**config.mk**
```make
export PLATFORM = sky130hd
export DESIGN_NAME = huffman_encoder
export DESIGN_NICKNAME = d
export VERILOG_FILES = /design/src/rtl/huffman_encoder.sv
export SDC_FILE = /design/constraint.sdc
export NUM_CORES = 1
export LEC_CHECK = 0
export CORE_MARGIN = 4
export CORE_UTILIZATION = 57
export CTS_BUF_LIST = sky130_fd_sc_hd__clkbuf_16
export DETAILED_ROUTE_END_ITERATION = 8
export PLACE_DENSITY = 0.85
export SYNTH_ARGS = -nofsm -noshare
export SYNTH_HDL_FRONTEND = slang
export SYNTH_SLANG_ARGS = --single-unit
```
**constraint.sdc**
```tcl
create_clock -name clk -period 2.5 [get_ports clk]
set_input_delay 0.5 -clock clk [delete_from_list [all_inputs] [get_ports clk]]
set_output_delay 0.5 -clock clk [all_outputs]
set_load 0.02 [all_outputs]
```
**src/rtl/huffman_encoder.sv**
```systemverilog
// Serialising unary-canonical Huffman encoder: one 5-bit symbol in, its prefix code out MSB-first.
// Optional statistics counters (sym_count, bit_count) are enabled by defining HUFF_ENC_STATS_EN.
module huffman_encoder #(
  parameter int NUM_SYM = 8
) (
  input  logic       clk,
  input  logic       rst,
  input  logic [4:0] sym_in,
  input  logic       sym_valid,
  output logic       sym_ready,
  output logic       bit_out,
  output logic       bit_valid,
  input  logic       bit_ready,
  output logic       bit_last,
  output logic       err_out
`ifdef HUFF_ENC_STATS_EN
  ,
  output logic [15:0] sym_count,
  output logic [23:0] bit_count
`endif
);

  localparam int MAX_LEN = NUM_SYM - 1;
  localparam int CW      = $clog2(MAX_LEN + 1);

  localparam logic [4:0]         NUM_SYM5 = 5'(NUM_SYM);
  localparam logic [MAX_LEN-1:0] ONES     = '1;
  localparam logic [CW-1:0]      ONE_C    = CW'(1);
  localparam logic [CW-1:0]      LEN_MAX  = CW'(MAX_LEN);

  typedef enum logic {IDLE, SHIFT} state_t;

  state_t             state, state_n;
  logic [MAX_LEN-1:0] shift_q, shift_n, code;
  logic [CW-1:0]      cnt_q, cnt_n, len;
  logic               last_n, err_n, legal, accept;

  assign legal     = (sym_in != 5'd0) && (sym_in <= NUM_SYM5);
  assign sym_ready = (state == IDLE) || ((state == SHIFT) && bit_ready && bit_last);
  assign accept    = sym_valid && sym_ready;

  // Left-aligned code: k-1 leading ones; for k == NUM_SYM the shift clears all bits, giving all ones.
  assign code = ~(ONES >> (sym_in - 5'd1));
  assign len  = (sym_in == NUM_SYM5) ? LEN_MAX : CW'(sym_in);

  assign bit_valid = (state == SHIFT);
  assign bit_out   = shift_q[MAX_LEN-1];

  always_comb begin
    state_n = state;
    shift_n = shift_q;
    cnt_n   = cnt_q;
    err_n   = 1'b0;
    if ((state == SHIFT) && bit_ready) begin
      shift_n = shift_q << 1;
      cnt_n   = cnt_q - ONE_C;
      if (bit_last) state_n = IDLE;
    end
    if (accept) begin
      if (legal) begin
        shift_n = code;
        cnt_n   = len;
        state_n = SHIFT;
      end else begin
        err_n = 1'b1;
      end
    end
    last_n = (state_n == SHIFT) && (cnt_n == ONE_C);
  end

  always_ff @(posedge clk or negedge rst) begin
    if (!rst) begin
      state    <= IDLE;
      shift_q  <= '0;
      cnt_q    <= '0;
      bit_last <= 1'b0;
      err_out  <= 1'b0;
    end else begin
      state    <= state_n;
      shift_q  <= shift_n;
      cnt_q    <= cnt_n;
      bit_last <= last_n;
      err_out  <= err_n;
    end
  end

`ifdef HUFF_ENC_STATS_EN
  always_ff @(posedge clk or negedge rst) begin
    if (!rst) begin
      sym_count <= '0;
      bit_count <= '0;
    end else begin
      if (accept && legal && (sym_count != '1)) sym_count <= sym_count + 16'd1;
      if (bit_valid && bit_ready && (bit_count != '1)) bit_count <= bit_count + 24'd1;
    end
  end
`endif

endmodule

```
==> flow_summary.toml <==
[die]
die_y_um = 49.3
die_x_um = 49.3
fp.dieArea_um2 = 2430
start_util = 0.623
core.rowCount = 14
coreArea_um2 = 1560
io_pins = 14

[place]
dp_hpwl_um = 1460
routabilityCongestion = 0.803
placed_area_um2 = 1100
port-buffer-count = 13
place_inst = 134
pre_cts_ws_ps = 195

[synth]
yosys.area.top_type = "dfrtp_1"
synth_top_area_share = 0.335
syn_area_um2 = 971
ys_ff_latch = 13
syn-num-nets = 119
async_reset_ff_frac = 1.00
synth_cell_type_count = 40
synth_compound_area_frac = 0.204
synthSimpleGateAreaFrac = 0.231
ys_seq_area_frac = 0.335
synth-edff-count = 0
synthAdderAreaFrac = 0.0387
yosys_warnings = 0
synth_ff_type = "dfrtp_1"
synth_area_per_cell_um2 = 9.07
syn-instance-count = 107
synth_xor_area_frac = 0.0451
synthTopCellsByArea = "dfrtp_1, mux2i_1, nor2_1"
synth_top_family_by_area = "simple AND/OR/NAND/NOR gates"
synthMuxAreaShare = 0.0722

[sta]
rsz0062_at_grt = "no"
whs_ps = 563
fin_skew_ps = 0.531
setup_violations = 0
slew_viol_final = 0
fin_tns_setup_ps = 0
slew_headroom = 0.615
tightest_slew_ps = 575
hold_viol = 0
fmax_ghz = 0.433
fin_ws_ps = 188
fin_crit_sh = 0.925
min_period_ps = 2310

[clock_network]
cts_resized = 0
path_clk_slew_ps = 40
cts.sinks = 13
clk_path_buf_depth = 2
cts_tree = "yes"
h-tree-depth = 1
insertion_delay_ps = 240
postCtsHoldBufs = 0
postCtsSetupRepairBufs = 0
cts_buffers = 3
cts_root_buffer = "clkbuf_16"

[setup_path]
crit_chain = "clkdlybuf4s50_1, a21bo_2, clkdlybuf4s50_1"
critPathCapture = "sym_ready"
reg2reg_slack_ps = 1060
r2r_cells = 4
arrival_ps = 1810
crit_type = "primary input to output pin"
start_kind = "primary input"
crit_start = "bit_ready"
cpMaxStageDelayCell = "clkdlybuf4s50_1"
cp_data_required_time_ps = 2000
path_common_cell = "clkdlybuf4s50_1"
slowest_delay_ps = 600
crit-reg2reg-launch = "bit_valid"
critPathMaxFanout = 5
worst_r2r_endpoint = "cnt_q[0]"
end_kind = "output pin"

[global_routing]
grt_usage = 0.182
grt_max_degree = 14
grt_pass1_vias = 848
antenna_found_initial = 0
grt_remaining_overflow = 0
grt_pass1_wl_um = 3530

[power_and_ir_drop]
total_power_mw = 1.16
intPower_uw = 756
power_frac_clock = 0.253
p_comb_frac = 0.428
cellPowerDensity_nw_per_um2 = 982
sw_frac_of_total = 0.348
power_frac_seq = 0.319
switchingPower_uw = 403
p_leak_nw = 0.512
peakVddDrop_uv = 517

[worst_hold_path]
hold_path.startpoint = "shift_q[3]"
min_path_type = "register to register"

[drt]
drc_errors = 0
viasPerCell = 5.99
ant_nets = 0
drt_iter0_drc = 28
num_vias = 826
firstDrtPassIters = 4
wl_um = 1970
wl_per_cell_um = 14.3

[cells_and_area]
fillCellCount = 110
utilization = 0.757
syn_to_final_growth_pct = 21.5
fin_cells = 138
antenna_cells = 0
stdcell_area_um2 = 1180
fin_nets = 135
drive_above_1_share = 0.131

[job]
cap_violations = 0

[status]
status = "finished, final reports clean"
routing by layer:
metal,up-vias,track usage,wire [um]
li1,405,-,-
met1,382,0.212,863
met2,35,0.330,973
met3,4,0.0245,103
met4,0,0.0711,30
met5,-,0,0
sequential cells by signal, summed over array words and instances, names as in the netlist:
register and count:
bit_valid 1, shift_q 7, bit_last 1, err_out 1, cnt_q 3
worst min-delay path by stage:
stage / slack, ps / to / cells after the start
2_1_floorplan: 200 / bit_last / 0
3_3_place_gp: 550 / shift_q[5] / 2
3_5_place_dp: 550 / shift_q[3] / 2
4_1_cts: 560 / shift_q[3] / 2
5_1_grt: 600 / shift_q[0] / 2
6_report: 560 / shift_q[3] / 2
cells in the mapped netlist (all sizes together), types with 2 or more instances:
cell type and count:
a21oi 2, mux2i 7, o21ai 6, xnor2 3, dfrtp 13, nor3 4
nor4 2, ha 3, inv 6, a31oi 4, a2bb2oi 4, xor2 2
nor2 16, nand2 10, buf 5, and2 2
cells by family after synthesis:
| family | after synthesis |
|---|---|
| AND/OR/NAND/NOR | 42 |
| AO/OA/AOI/OAI | 25 |
| flip-flops | 13 |
| buffers and inverters | 12 |
| multiplexers | 7 |
| XOR/XNOR | 5 |
| adder cells (fa/ha/maj) | 3 |
final cells by class:
type / count / area [um^2] / share of cell area
clock buffer: 3 / 75.1 / 0.0636
tap: 16 / 20.0 / 0.0170
timing repair buffer: 17 / 160 / 0.136
clock inverter: 1 / 3.75 / 0.00318
inverter: 6 / 22.5 / 0.0191
multi-input combinational: 82 / 573 / 0.486
sequential: 13 / 325 / 0.276
placed cells by master, fill, tap and decap left out, types with 2 or more instances in the layout:
cell / count
inv_1: 7
nor3_1: 4
a2bb2oi_1: 4
clkbuf_16: 3
clkdlybuf4s50_1: 13
a31oi_1: 3
o21ai_0: 6
nor2_1: 15
dfrtp_1: 13
mux2i_1: 7
xor2_1: 2
buf_4: 4
nor4_1: 2
nand2_1: 10
xnor2_1: 3
ha_1: 3
critical path, delay by kind of cell:
kind,cells,cell delay (ps)
compound gates,1,170
buf+inv,2,1140
power by group through the flow:
stage / Clock [mW] / Combinational (mW) / Sequential, mW
after CTS: 0.295 / 0.493 / 0.368
after floorplan: 0 / 0.324 / 0.386
after global placement: 0 / 0.469 / 0.362
after detailed placement: 0 / 0.486 / 0.368
after global routing: 0.310 / 0.543 / 0.384
final: 0.293 / 0.496 / 0.370
Power figures use the tool's default switching activity.
